<file path="config.mk">
export PLATFORM = sky130hd
export DESIGN_NAME = ttl_jk_bank
export DESIGN_NICKNAME = d
export VERILOG_FILES = /design/src/rtl/ttl_pkg.sv /design/src/rtl/ttl_jk_cell.sv /design/src/rtl/ttl_jk_bank.sv
export SDC_FILE = /design/constraint.sdc
export NUM_CORES = 1
export LEC_CHECK = 0
export ABC_CLOCK_PERIOD_IN_PS = 1300
export CORE_AREA = 2 2 44 46
export CTS_CLUSTER_SIZE = 8
export DETAILED_ROUTE_END_ITERATION = 10
export DIE_AREA = 0 0 46 48
export PLACE_DENSITY = 0.82
export SYNTH_ARGS = -nofsm -noshare
export SYNTH_HDL_FRONTEND = slang
export SYNTH_SLANG_ARGS = --single-unit
</file>
<file path="constraint.sdc">
create_clock -name CLK -period 1.3 [get_ports CLK]
set_input_delay 0.13 -clock CLK [delete_from_list [all_inputs] [get_ports CLK]]
set_output_delay 0.13 -clock CLK [all_outputs]
set_load 0.02 [all_outputs]
</file>
<file path="src/rtl/ttl_pkg.sv">
// Shared TTL-library definitions: bank modes and the JK function table.
package ttl_pkg;

  localparam logic [1:0] MODE_JK   = 2'b00;
  localparam logic [1:0] MODE_UP   = 2'b01;
  localparam logic [1:0] MODE_DN   = 2'b10;
  localparam logic [1:0] MODE_HOLD = 2'b11;

  // JK function table, indexed by {J,K}
  localparam logic [1:0] JK_HOLD   = 2'b00;
  localparam logic [1:0] JK_RESET  = 2'b01;
  localparam logic [1:0] JK_SET    = 2'b10;
  localparam logic [1:0] JK_TOGGLE = 2'b11;

  function automatic logic jk_next(input logic j, input logic k, input logic q);
    logic r;
    case ({j, k})
      JK_HOLD:  r = q;
      JK_RESET: r = 1'b0;
      JK_SET:   r = 1'b1;
      default:  r = ~q;
    endcase
    return r;
  endfunction

endpackage

</file>
<file path="src/rtl/ttl_jk_cell.sv">
// One JK channel: q/inv state, preset/clear priority, JK or toggle-request update.
module ttl_jk_cell
  import ttl_pkg::*;
#(
  parameter logic RESET_BIT = 1'b0
) (
  input  logic       clk,
  input  logic       rst,
  input  logic       en,
  input  logic [1:0] mode,
  input  logic       j,
  input  logic       k,
  input  logic       pre_n,
  input  logic       clr_n,
  input  logic       tog,
  output logic       q_state,
  output logic       q,
  output logic       qn
);

  logic q_r, inv_r, q_nx, inv_nx;

  always_comb begin
    q_nx   = q_r;
    inv_nx = 1'b0;
    // both overrides together keep q and force Q/QN high
    if (!pre_n && !clr_n) inv_nx = 1'b1;
    else if (!pre_n)      q_nx   = 1'b1;
    else if (!clr_n)      q_nx   = 1'b0;
    else if (en) begin
      case (mode)
        MODE_JK:          q_nx = jk_next(j, k, q_r);
        MODE_UP, MODE_DN: q_nx = q_r ^ tog;
        default:          q_nx = q_r;
      endcase
    end
  end

  always_ff @(negedge clk or posedge rst) begin
    if (rst) begin
      q_r   <= RESET_BIT;
      inv_r <= 1'b0;
    end else begin
      q_r   <= q_nx;
      inv_r <= inv_nx;
    end
  end

  assign q_state = q_r;
  assign q       = inv_r | q_r;
  assign qn      = inv_r | ~q_r;

endmodule

</file>
<file path="src/rtl/ttl_jk_bank.sv">
// Bank of WIDTH falling-edge JK channels with optional up/down counter chain.
// Counter mode and RCO are compiled only when JK_BANK_COUNT_EN is defined.
module ttl_jk_bank
  import ttl_pkg::*;
#(
  parameter int               WIDTH     = 4,
  parameter logic [WIDTH-1:0] RESET_VAL = {WIDTH{1'b0}}
) (
  input  logic             CLK,
  input  logic             RST,
  input  logic             EN,
  input  logic [1:0]       MODE,
  input  logic [WIDTH-1:0] J,
  input  logic [WIDTH-1:0] K,
  input  logic [WIDTH-1:0] PRE_N,
  input  logic [WIDTH-1:0] CLR_N,
  output logic [WIDTH-1:0] Q,
  output logic [WIDTH-1:0] QN,
  output logic             RCO
);

  logic [WIDTH-1:0] tog;

`ifdef JK_BANK_COUNT_EN
  logic [WIDTH-1:0] q_state;
  logic [WIDTH:0]   all1, all0;

  // chain runs on stored q so overridden channels don't disturb the count
  assign all1[0] = 1'b1;
  assign all0[0] = 1'b1;
  for (genvar i = 0; i < WIDTH; i++) begin : g_chain
    assign all1[i+1] = all1[i] & q_state[i];
    assign all0[i+1] = all0[i] & ~q_state[i];
    assign tog[i]    = (MODE == MODE_UP) ? all1[i] :
                       (MODE == MODE_DN) ? all0[i] : 1'b0;
  end

  assign RCO = ~RST & EN & (((MODE == MODE_UP) & all1[WIDTH]) |
                            ((MODE == MODE_DN) & all0[WIDTH]));
`else
  assign tog = '0;
  assign RCO = 1'b0;
`endif

  for (genvar i = 0; i < WIDTH; i++) begin : g_cell
    ttl_jk_cell #(.RESET_BIT(RESET_VAL[i])) u_cell (
      .clk    (CLK),
      .rst    (RST),
      .en     (EN),
      .mode   (MODE),
      .j      (J[i]),
      .k      (K[i]),
      .pre_n  (PRE_N[i]),
      .clr_n  (CLR_N[i]),
      .tog    (tog[i]),
`ifdef JK_BANK_COUNT_EN
      .q_state(q_state[i]),
`else
      .q_state(),
`endif
      .q      (Q[i]),
      .qn     (QN[i])
    );
  end

endmodule
</file>
; ---- After elaboration in Yosys (flattened, before gate mapping)
; Index checks and enable logic that the tools add are counted.
[totals]
n_memories = 0
inputBits = 21
rom_bits = 0
wordCells = 89
ramBits = 0
reg_bits = 8
latchBits = 0
output_inout_bits = 9
[classes]
multipliers = 0
muxes = 24
n_reduce_logical = 21
div = 0
n_lt_le_gt_ge = 0
n_addsub = 0
eq_ne = 20
n_bitwise = 16
shift = 0
[ops]
columns = op, count
row1 = "inequality test 3 bit, second input constant", 8
row2 = two-way mux 1 bit, 20
row3 = AND reduction 4 bit, 4
row4 = "inequality test 3 x 2 -> 1 bit, second input constant", 4
row5 = case mux 1 bit (3 select lines), 4
row6 = logical NOT 2 bit, 5
row7 = "equality test 2 x 1 -> 1 bit, second input constant", 4
row8 = "equality test 2 bit, second input constant", 4
row9 = logical NOT 1 bit, 8
row10 = inverter 1 bit, 8
row11 = OR 1 bit, 8
row12 = logical AND 1 bit, 4

; ---- Longest topological paths before layout
; Gate-level depths: netlist of the first run.
[depth]
ltp_word = 6
mapped_depth = 5
mapped_depth_nobuf = 5

; ---- Cells and area by module
; A second synthesis of the first run with hierarchy kept.
[hier_totals]
hier_cells = 102
area_unflattened_um2 = 892.1
[modules_own_cells]
columns = module, seq_area_each_um2, area_per_inst_um2, n_inst, cells_each
row1 = ttl_jk_cell, 50.0, 220.2, 4, 25
row2 = ttl_jk_bank, 0.0, 11.3, 1, 2

==> summary.txt, run 1 <==
Min path
  • WHS Path Cells: 3
  • Min-Delay Path Class: flop to flop

Detailed routing
  • Total wire length: 1761 µm
  • Number of detailed-route iterations in the first pass: 4
  • Drt drc: 0
  • Routed length per instance: 13.65 µm
  • Vias per cell: 5.109
  • DRT antenna net count: 0
  • Vias: 659
  • DR iter-0 viols: 13

Global route
  • Largest net degree at the start of global routing: 9
  • Number of global-route vias before repair: 599
  • Overflow after GRT: 0
  • First-pass GRT wire length: 2504 µm
  • Initial antenna violation count: 0
  • GR Layer Usage met1: 0.1595
  • GR peak layer: met2
  • Tot GR Track Use: 0.1650
  • GR Util met2: 0.3083
  • GRT met3 Usage: 0.06038

CTS
  • Clk buf depth: 2
  • CTS tree: yes
  • Clock sink total: 8
  • Root Driver: clkbuf_4
  • Clock insertion delay at the later pin of the skew report: 0.26 ns
  • Htree depth: 1
  • CTS Buf Count: 3
  • CTS clk-pin slew, worst paths: 0.04 ns

Floorplanning
  • Die Y: 48 µm
  • Core Box Area: 1689 µm²
  • I/O pin count: 30
  • Starting Density: 0.4037
  • Die width: 46 µm
  • Die area: 2208 µm²
  • # rows: 15

Worst setup path
  • Worst-case reg-to-reg path depth: 5
  • Critical path launch point type: flop
  • Crit. path cell count: 2
  • CP max-delay cell: dfrtn_1
  • Critical path required time: 1.17 ns
  • Crit-path max cell delay: 0.36 ns
  • Worst path bufs/invs: 1
  • Flop2flop setup slack: 0.04 ns
  • WS Path Type: flop to primary output
  • CP max FO: 3
  • Worst Setup End Kind: primary output
  • Worst endpoint data arrival time: 1.64 ns
  • Critical-path cell list: or2_4 -> buf_6
  • Delay-heaviest family, CP: flip-flops

Finish
  • Final core utilization: 0.7059
  • Final instance area: 1192 µm²
  • Share of layout cells above drive strength 1: 0.5982
  • Layout Cells excl Fill: 129
  • Nets: 143
  • # diodes: 0
  • Area Overhead vs Synth: 74.86%

Synth
  • Post-synth top area share: 0.2936
  • Largest cells by area after synthesis: dfrtn_1, ha_1, buf_4
  • Warnings, synthesis: 0
  • Post-synth net total: 103
  • Seq/Total Area, Yosys: 0.2936
  • Syn Inst Count: 74
  • Number of synthesized flops with an enable pin: 0
  • Synth area leader: dfrtn_1
  • Cell area after synthesis: 681.9 µm²
  • Cell variety after synth: 19
  • Synth Flop Type: dfrtn_1
  • Yosys reg bits: 8
  • Async SR Flop Fraction: 1.000
  • Syn avg cell area: 9.215 µm²
  • Most instantiated cells after synthesis: buf_4, inv_1, dfrtn_1, ha_1, nand2b_1

Placed design
  • Pre-CTS WS: -1.094 ns
  • GP Congestion: 0.6690
  • Post-place instance area: 1005 µm²
  • Placed Cells incl. Taps: 121
  • HPWL Detailed: 1210 µm
  • Port bufs: 28

Timing
  • # setup viols final: 12
  • Setup Skew: 0 ns
  • RSZ-0062 raised after global routing: true
  • Final Hold Fails: 0
  • Setup WS post-layout: -0.4688 ns
  • Max Slew Vio Count: 0
  • Hold_ws: 0.6064 ns

Power
  • Power per Cell Area: 748.8 nW/µm²
  • LEAKAGE: 0.0005623 µW
  • Peak supply drop: 0.7445 mV

Run status
  • Status: finished with violations
  • Failing checks: setup timing

Flow run
  • Max_cap viols: 0
==> final cells by class <==
type	count	area, µm²
multi-input combinational	47	508.0
clock buffer	3	22.52
inverter	9	33.78
tap	17	21.27
timing repair buffer	45	406.6
fill	119	496.7
sequential	8	200.2
==> where the power goes <==
group / internal [µW] / leakage, µW / switching [µW] / total (µW)
clock network: 105 / 0.0000138 / 82.1 / 188
logic: 244 / 0.000451 / 173 / 417
registers: 274 / 0.0000974 / 14.7 / 288
==> final timing paths <==
path,startpoint,to
worst max-delay path,g_cell[3].u_cell.q_state,Q[3]
worst min-delay path,g_cell[0].u_cell.q_state,g_cell[0].u_cell.q_state
worst max register to register,g_cell[1].u_cell.q_state,g_cell[1].u_cell.q_state
worst min register to register,g_cell[0].u_cell.q_state,g_cell[0].u_cell.q_state
max in group asynchronous,RST,g_cell[0].u_cell.q_state
min in group asynchronous,RST,g_cell[1].u_cell.inv_r
==> what timing repair did <==
item | in CTS | in global routing
gates resized for setup | 96 | 15
pin swaps | 13 | 7
hold buffers | 0 | 0
gates cloned | 0 | 0
endpoints found under the setup margin | 13 | 12
buffers inserted | 3 | 2
endpoints found under the hold margin | 0 | 0
==> registers in the layout (all words and copies together), names as in the netlist <==
register / flops
g_cell.u_cell.inv_r: 4
g_cell.u_cell.q_state: 4
==> worst register-to-register path, delay by kind of cell, from the launching register on <==
| kind | cells | cell delay (ns) |
|---|---|---|
| flops | 1 | 0.36 |
| compound gates | 3 | 0.47 |
| buf+inv | 2 | 0.27 |
==> placed cells by master (no fill, tap or decap) <==
| master | synthesis | routed |
|---|---|---|
| nand3_1 | 2 | 2 |
| conb_1 | 1 | 1 |
| a211o_2 | 3 | 3 |
| clkdlybuf4s50_1 | 0 | 7 |
| a31o_4 | 0 | 3 |
| clkbuf_2 | 0 | 3 |
| ha_1 | 8 | 1 |
| nor2b_4 | 0 | 1 |
| inv_1 | 9 | 2 |
| buf_6 | 1 | 14 |
| dlygate4sd2_1 | 0 | 4 |
| nand2b_1 | 8 | 8 |
| nor2b_2 | 0 | 1 |
| or2_4 | 0 | 4 |
| o31a_2 | 1 | 1 |
| or4_1 | 1 | 1 |
| buf_4 | 9 | 13 |
| dfrtn_1 | 8 | 8 |
| o41ai_2 | 0 | 3 |
| clkbuf_4 | 0 | 3 |
| o21bai_1 | 4 | 4 |
| nor2_1 | 4 | 4 |
| o211ai_1 | 1 | 1 |
| ha_4 | 0 | 5 |
| clkdlybuf4s15_2 | 0 | 1 |
| inv_2 | 0 | 7 |
| buf_2 | 0 | 2 |
| or3b_4 | 0 | 1 |
| nor2b_1 | 3 | 1 |
| clkdlybuf4s15_1 | 0 | 1 |
| ha_2 | 0 | 2 |
==> logic make-up (layout without fill, tap and decap cells) <==
family	Yosys count	count (layout)	share of synthesized area
simple gates	23	23	0.1982
buf+inv	19	57	0.1651
compound gates	15	15	0.1908
fa+ha+maj	8	8	0.1468
flops	8	8	0.2936
other cells	1	1	0.005499
==> per-stage QoR <==
step | total power, µW | TNS (ns)
3_3_place_gp | 619.8 | -9.631
6_report | 892.9 | -4.929
2_1_floorplan | 513.7 | -3.474
4_1_cts | 873.0 | -5.047
3_5_place_dp | 632.0 | -10.05
5_1_grt | 950.3 | -5.240
==> layer usage <==
metal | vias up | wire length (µm)
li1 | 321 | -
met1 | 311 | 575
met2 | 25 | 1054
met3 | 2 | 106
met4 | 0 | 25
met5 | - | 0
Power figures use the tool's default switching activity.
==> run 2, diff against run 1 <==
Settings changed: CORE_AREA 2 2 44 46 to 2 2 43 45, CTS_BUF_LIST set to sky130_fd_sc_hd__clkbuf_8, DIE_AREA 0 0 46 48 to 0 0 45 47, PLACE_DENSITY 0.82 to 0.85.
==> run 2 against run 1 <==
  * The run still ends with setup timing left
  * Power rose by 11%
  * Register-to-register slack got worse by 0.04 ns
  * Clock power grew 56%
  * Clock skew did not move
  * Global-route usage up 1.0 points
  * Count of clock-buffer cells in the layout stayed put
  * Die area fell by 4.2%
  * Final cell count up 0.78%
  * Core utilization is 2.4 points higher
  * Sequential power about the same
  * Critical endpoint unchanged
  * Largest cell class unchanged
  * Highest routed layer unchanged
==> summary.txt, run 2 (synthesis gave the netlist of run 1 again) <==
Finish
  • Final instance area: 1205 µm² (was 1192 µm²)
  • Area Overhead vs Synth: 76.70% (was 74.86%)
  • Commonest non-fill, non-tap cell in the layout: buf_4 (was buf_6)
  • Most frequent cells in the layout: buf_4, buf_6, nand2b_1, dfrtn_1 (was buf_6, buf_4, nand2b_1, dfrtn_1)
  • Share of layout cells above drive strength 1: 0.5752 (was 0.5982)
  • Layout Cells excl Fill: 130 (was 129)
  • Final core utilization: 0.7295 (was 0.7059)
  • Nets: 144 (was 143)
  • # diodes: 0 (unchanged)

Power
  • Clock Power Share: 0.296 (was 0.210)
  • Sw Share: 0.2797 (was 0.3025)
  • Flop pwr share: 0.293 (was 0.323)
  • LEAKAGE: 0.0005820 µW (was 0.0005623 µW)
  • Combinational power share: 0.411 (was 0.467)
  • Peak supply drop: 0.8629 mV (was 0.7445 mV)
  • Internal power: 713.4 µW (was 622.8 µW)
  • Switching power: 277.0 µW (was 270.1 µW)
  • Power per Cell Area: 822.0 nW/µm² (was 748.8 nW/µm²)

Timing
  • Final Hold Fails: 0 (unchanged)
  • # setup viols final: 12 (unchanged)
  • Setup WS post-layout: -0.4494 ns (was -0.4688 ns)
  • Max Slew Vio Count: 0 (unchanged)
  • Fin Setup TNS: -4.783 ns (was -4.929 ns)
  • Setup Skew: 0 ns (unchanged)
  • RSZ-0062 raised after global routing: true (unchanged)

Run status
  • Status: finished with violations (unchanged)
  • Failing checks: setup timing (unchanged)

Floorplanning
  • Starting Density: 0.4129 (was 0.4037)
  • Die width: 45 µm (was 46 µm)
  • Die area: 2115 µm² (was 2208 µm²)
  • # rows: 15 (unchanged)
  • I/O pin count: 30 (unchanged)
  • Die Y: 47 µm (was 48 µm)
  • Core Box Area: 1652 µm² (was 1689 µm²)

Worst setup path
  • Worst endpoint data arrival time: 1.62 ns (was 1.64 ns)
  • Worst-case reg-to-reg path depth: 5 (unchanged)
  • Worst Setup End Kind: primary output (unchanged)
  • Critical path launch point type: flop (unchanged)
  • Crit-path max cell delay: 0.36 ns (about the same)
  • Critical path required time: 1.17 ns (about the same)
  • Critical-path cell list: or2_4 -> buf_6 (unchanged)
  • WS Path Type: flop to primary output (unchanged)
  • CP max-delay cell: dfrtn_1 (unchanged)
  • CP max FO: 3 (unchanged)

Global route
  • GR peak layer: met2 (unchanged)
  • Tot GR Track Use: 0.1754 (was 0.1650)
  • Overflow after GRT: 0 (unchanged)
  • First-pass GRT wire length: 2642 µm (was 2504 µm)
  • GRT met3 Usage: 0.08462 (was 0.06038)
  • Largest net degree at the start of global routing: 7 (was 9)
  • Number of global-route vias before repair: 626 (was 599)
  • GR Util met2: 0.3171 (was 0.3083)
  • GR Layer Usage met1: 0.1891 (was 0.1595)
  • Initial antenna violation count: 0 (unchanged)

Placed design
  • Placed Cells incl. Taps: 122 (was 121)
  • Pre-CTS WS: -1.097 ns (was -1.094 ns)
  • Port bufs: 28 (unchanged)
  • HPWL Detailed: 1242 µm (was 1210 µm)
  • Post-place instance area: 1012 µm² (was 1005 µm²)
  • GP Congestion: 0.7433 (was 0.6690)

Detailed routing
  • Vias per cell: 5.046 (was 5.109)
  • Total wire length: 1743 µm (was 1761 µm)
  • DRT antenna net count: 0 (unchanged)
  • Drt drc: 0 (unchanged)
  • DR iter-0 viols: 11 (was 13)
  • Number of detailed-route iterations in the first pass: 4 (unchanged)
  • Vias: 656 (was 659)
  • Routed length per instance: 13.41 µm (was 13.65 µm)

CTS
  • Clock sink total: 8 (unchanged)
  • Htree depth: 1 (unchanged)
  • Clk buf depth: 2 (unchanged)
  • Clock insertion delay at the later pin of the skew report: 0.25 ns (was 0.26 ns)
  • Root Driver: clkbuf_8 (was clkbuf_4)
  • CTS clk-pin slew, worst paths: 0.03 ns (was 0.04 ns)
  • CTS Buf Count: 3 (unchanged)
  • CTS tree: yes (unchanged)

Flow run
  • Max_cap viols: 0 (unchanged)

Min path
  • Min-Delay Path Class: flop to flop (unchanged)
  • WHS Path Cells: 2 (was 3)
-- run 2: changes by cell type in the layout (fill, tap and decap cells not counted), moves of 2 or more --
| cell | delta |
|---|---|
| a31o_4 | -2 |
| clkbuf_2 | -2 |
| clkbuf_8 | +3 |
| nor2b_1 | +2 |
| dlymetal6s2s_1 | +2 |
| clkbuf_4 | -3 |
| clkdlybuf4s50_1 | -2 |
| a31o_2 | +2 |
| buf_4 | +3 |
| buf_6 | -2 |
-- run 2: area by class of cell --
| class | count | area (µm²) |
|---|---|---|
| flip-flops and latches | 8 | 200.2 |
| fillers | 112 | 446.7 |
| repair buffers | 46 | 416.7 |
| multi-input cells | 47 | 491.7 |
| well taps | 17 | 21.27 |
| clock buffers | 3 | 41.29 |
| inverters | 9 | 33.78 |
-- run 2: power groups by stage --
stage	logic [µW]	registers, µW	clock network, µW
4_1_cts	378	290	301
5_1_grt	436	293	311
3_5_place_dp	342	293	0
2_1_floorplan	220	293	0
6_report	407	290	293
3_3_place_gp	331	292	0
-- run 2: final timing paths --
check                                               from                        to  slack [ns]
worst max-delay path            g_cell[3].u_cell.q_state                      Q[3]       -0.45
worst min-delay path            g_cell[3].u_cell.q_state  g_cell[3].u_cell.q_state        0.62
worst max register to register  g_cell[0].u_cell.q_state  g_cell[0].u_cell.q_state           0
worst min register to register  g_cell[3].u_cell.q_state  g_cell[3].u_cell.q_state        0.62
max in group asynchronous                            RST    g_cell[1].u_cell.inv_r        0.44
min in group asynchronous                            RST  g_cell[3].u_cell.q_state        0.73
-- run 2: routing by layer --
metal | share of wire | vias up
met5 | 0 | -
met4 | 0.011 | 0
met3 | 0.056 | 4
met2 | 0.55 | 22
met1 | 0.38 | 308
li1 | - | 322
-- run 2: critical path: cells and delay by family, from the launching register on --
kind | cells | cell delay, ns
DFF | 1 | 0.36
and+or+nand+nor | 1 | 0.24
buffers and inverters | 1 | 0.13
-- run 2: repair_timing --
action	in CTS	in global routing
hold buffers	0	0
pin swaps	12	6
hold endpoints to repair	0	0
setup buffers	2	3
endpoints found under the setup margin	14	14
resized for setup	95	11
cloned	0	0
-- run 2: per-stage QoR --
step	total power [µW]	hold slack (ns)
CTS	969.1	0.6093
floorplan	513.7	0.4864
global placement	622.3	0.5857
global route	1039	0.6453
finish	990.4	0.6212
detailed placement	635.0	0.6001
==> run 3, diff against run 2 <==
Settings changed: CORE_AREA 2 2 43 45 to 2 2 40 57, DIE_AREA 0 0 45 47 to 0 0 42 59, SYNTH_HIERARCHICAL set to 1.
==> run 3 against run 2 <==
  * The run still ends with setup timing left
  * Synthesized area is 31% higher
  * Critical path depth is 4 higher
  * Register-to-register slack worse by 0.03 ns
  * Largest cell class unchanged
  * Sequential cell count stayed put
  * Clock power is 12% higher
  * Routed wire length is 120% higher
==> summary.txt, run 3 <==
Worst setup path
  • Critical path launch point type: input port (was flop)
  • WS Path Type: input port to flop (was flop to primary output)
  • Worst-case reg-to-reg path depth: 4 (was 5)
  • RR Startpoint: g_cell[0].u_cell/q_state (was g_cell[0].u_cell.q_state)
  • CP max FO: 4 (was 3)
  • FF-to-FF End: g_cell[0].u_cell/q_state (was g_cell[0].u_cell.q_state)
  • Worst Setup End Kind: flop (was primary output)
  • Worst endpoint data arrival time: 1.27 ns (was 1.62 ns)
  • Critical path required time: 0.75 ns (was 1.17 ns)
  • Flop2flop setup slack: -0.03 ns (was 0 ns)

Timing
  • Fin Setup TNS: -5.891 ns (was -4.783 ns)
  • Setup Skew: 0 ns (unchanged)
  • RSZ-0062 raised after global routing: true (unchanged)
  • Final Hold Fails: 0 (unchanged)
  • # setup viols final: 12 (unchanged)
  • Max Slew Vio Count: 0 (unchanged)
  • Setup WS post-layout: -0.5251 ns (was -0.4494 ns)

Finish
  • Share of layout cells above drive strength 1: 0.6087 (was 0.5752)
  • Fill cell total of the finished layout: 59 (was 112)
  • Layout Cells excl Fill: 183 (was 130)
  • Most frequent cells in the layout: buf_6, ha_4, buf_4 (was buf_4, buf_6, nand2b_1, dfrtn_1)
  • Commonest non-fill, non-tap cell in the layout: buf_6 (was buf_4)
  • Final core utilization: 0.9318 (was 0.7295)
  • Area Overhead vs Synth: 101.1% (was 76.70%)
  • Nets: 200 (was 144)

Placed design
  • Placed Cells incl. Taps: 175 (was 122)
  • Port bufs: 28 (unchanged)
  • HPWL Detailed: 2019 µm (was 1242 µm)
  • GP Congestion: 0.7553 (was 0.7433)
  • Pre-CTS WS: -1.329 ns (was -1.097 ns)

Floorplanning
  • # rows: 19 (was 15)
  • Core Box Area: 1926 µm² (was 1652 µm²)
  • I/O pin count: 30 (unchanged)
  • Starting Density: 0.4633 (was 0.4129)
  • Die Y: 59 µm (was 47 µm)
  • Die width: 42 µm (was 45 µm)
  • Die area: 2478 µm² (was 2115 µm²)

Detailed routing
  • Number of detailed-route iterations in the first pass: 4 (unchanged)
  • DR iter-0 viols: 26 (was 11)
  • Vias: 1022 (was 656)
  • DRT antenna net count: 0 (unchanged)
  • Routed length per instance: 20.77 µm (was 13.41 µm)
  • Vias per cell: 5.585 (was 5.046)
  • Drt drc: 0 (unchanged)
  • Total wire length: 3800 µm (was 1743 µm)

Min path
  • Min-Delay Path Class: input port to async pin (was flop to flop)

Synth
  • Cell variety after synth: 16 (was 19)
  • Number of synthesized flops with an enable pin: 0 (unchanged)
  • Largest cells by area after synthesis: dfrtn_1, ha_1, inv_1 (was dfrtn_1, ha_1, buf_4)
  • Syn Inst Count: 102 (was 74)
  • Synth area leader: dfrtn_1 (unchanged)
  • Syn avg cell area: 8.746 µm² (was 9.215 µm²)
  • Yosys reg bits: 8 (unchanged)
  • Cell area after synthesis: 892.1 µm² (was 681.9 µm²)
  • Synth Flop Type: dfrtn_1 (unchanged)
  • Most instantiated cells after synthesis: inv_1, ha_1, dfrtn_1, nand2b_1, nor3b_1 (was buf_4, inv_1, dfrtn_1, ha_1, nand2b_1)
  • Warnings, synthesis: 6 (was 0)
  • Top-count cell post-synth: inv_1
  • Seq/Total Area, Yosys: 0.2244 (was 0.2936)
  • Post-synth top area share: 0.2244 (was 0.2936)
  • Async SR Flop Fraction: 1.000 (unchanged)

Power
  • Combinational power share: 0.538 (was 0.411)
  • Switching power: 480.0 µW (was 277.0 µW)
  • Power per Cell Area: 761.1 nW/µm² (was 822.0 nW/µm²)
  • LEAKAGE: 0.0008469 µW (was 0.0005820 µW)
  • Internal power: 885.6 µW (was 713.4 µW)
  • Flop pwr share: 0.221 (was 0.293)
  • Peak supply drop: 0.5217 mV (was 0.8629 mV)
  • Clock Power Share: 0.241 (was 0.296)
  • Sw Share: 0.3515 (was 0.2797)
  • Total power: 1366 µW (was 990.4 µW)

Global route
  • Initial antenna violation count: 0 (unchanged)
  • Tot GR Track Use: 0.3282 (was 0.1754)
  • Largest net degree at the start of global routing: 7 (unchanged)
  • Overflow after GRT: 0 (unchanged)
  • Number of global-route vias before repair: 1178 (was 626)
  • First-pass GRT wire length: 5940 µm (was 2642 µm)

CTS
  • CTS Buf Count: 3 (unchanged)
  • Root Driver: clkbuf_8 (unchanged)
  • Hold_buf cts: 0 (unchanged)
  • Clock insertion delay at the later pin of the skew report: 0.26 ns (was 0.25 ns)
  • Htree depth: 1 (unchanged)
  • CTS clk-pin slew, worst paths: 0.04 ns (was 0.03 ns)
  • Clk buf depth: 2 (unchanged)
  • Clock sink total: 8 (unchanged)
  • CTS tree: yes (unchanged)

Run status
  • Failing checks: setup timing (unchanged)
  • Status: finished with violations (unchanged)

Flow run
  • Max_cap viols: 0 (unchanged)
run 3: layout make-up:
type / instances / area (µm²) / area share
timing repair buffer: 49 / 474.2 / 0.2643
sequential: 8 / 200.2 / 0.1116
clock buffer: 3 / 41.29 / 0.02301
multi-input combinational: 77 / 879.6 / 0.4902
inverter: 24 / 170.2 / 0.09484
tap: 21 / 26.28 / 0.01464
antenna: 1 / 2.502 / 0.001395
run 3: worst max-delay path, stage by stage:
cell and delay (ns):
buf_8 0.11, buf_12 0.14, buf_8 0.13, ha_4 0.15, o311a_1 0.33, a311o_1 0.29
run 3: worst max path at each step:
stage	from	end	slack, ns	cells after the start
2_1_floorplan	MODE[1]	g_cell[0].u_cell/q_state	-0.50	5
3_3_place_gp	MODE[1]	g_cell[2].u_cell/q_state	-1.27	7
3_5_place_dp	MODE[1]	g_cell[3].u_cell/q_state	-1.33	7
4_1_cts	MODE[1]	g_cell[0].u_cell/q_state	-0.56	6
5_1_grt	MODE[1]	g_cell[0].u_cell/q_state	-0.54	7
6_report	MODE[1]	g_cell[1].u_cell/q_state	-0.53	6
run 3: logic make-up after synthesis:
logic type,synth area share
flip-flops,0.2244
adder cells (fa/ha/maj),0.2244
AND/OR/NAND/NOR,0.2637
buffers and inverters,0.1094
AO/OA/AOI/OAI,0.1739
other,0.004204
run 3: metrics by stage:
stage | instance area (µm²) | hold WS (ns)
after floorplan | 1142 | 0.4124
after global placement | 1594 | 0.6963
after detailed placement | 1594 | 0.7043
after CTS | 1763 | 0.7383
after global routing | 1792 | 0.7544
final | 1794 | 0.7300
run 3: timing repair:
action                                  in CTS  in global routing
endpoints found under the setup margin      15                 13
gates resized for setup                    100                 23
buffers inserted                             5                  0
pin swaps                                    7                 11
run 3: power by group through the flow:
stage	logic, µW	clock network [µW]	registers [µW]
2_1_floorplan	294	0	314
6_report	735	329	302
4_1_cts	669	318	299
5_1_grt	772	337	305
3_5_place_dp	605	0	299
3_3_place_gp	578	0	296
run 3: layer usage:
| metal | global-route usage | routed length (µm) | up-vias |
|---|---|---|---|
| met5 | 0 | 0 | - |
| met4 | 0.2350 | 225 | 0 |
| met3 | 0.06402 | 179 | 20 |
| met2 | 0.6295 | 2117 | 50 |
| met1 | 0.3030 | 1277 | 501 |
| li1 | - | - | 451 |
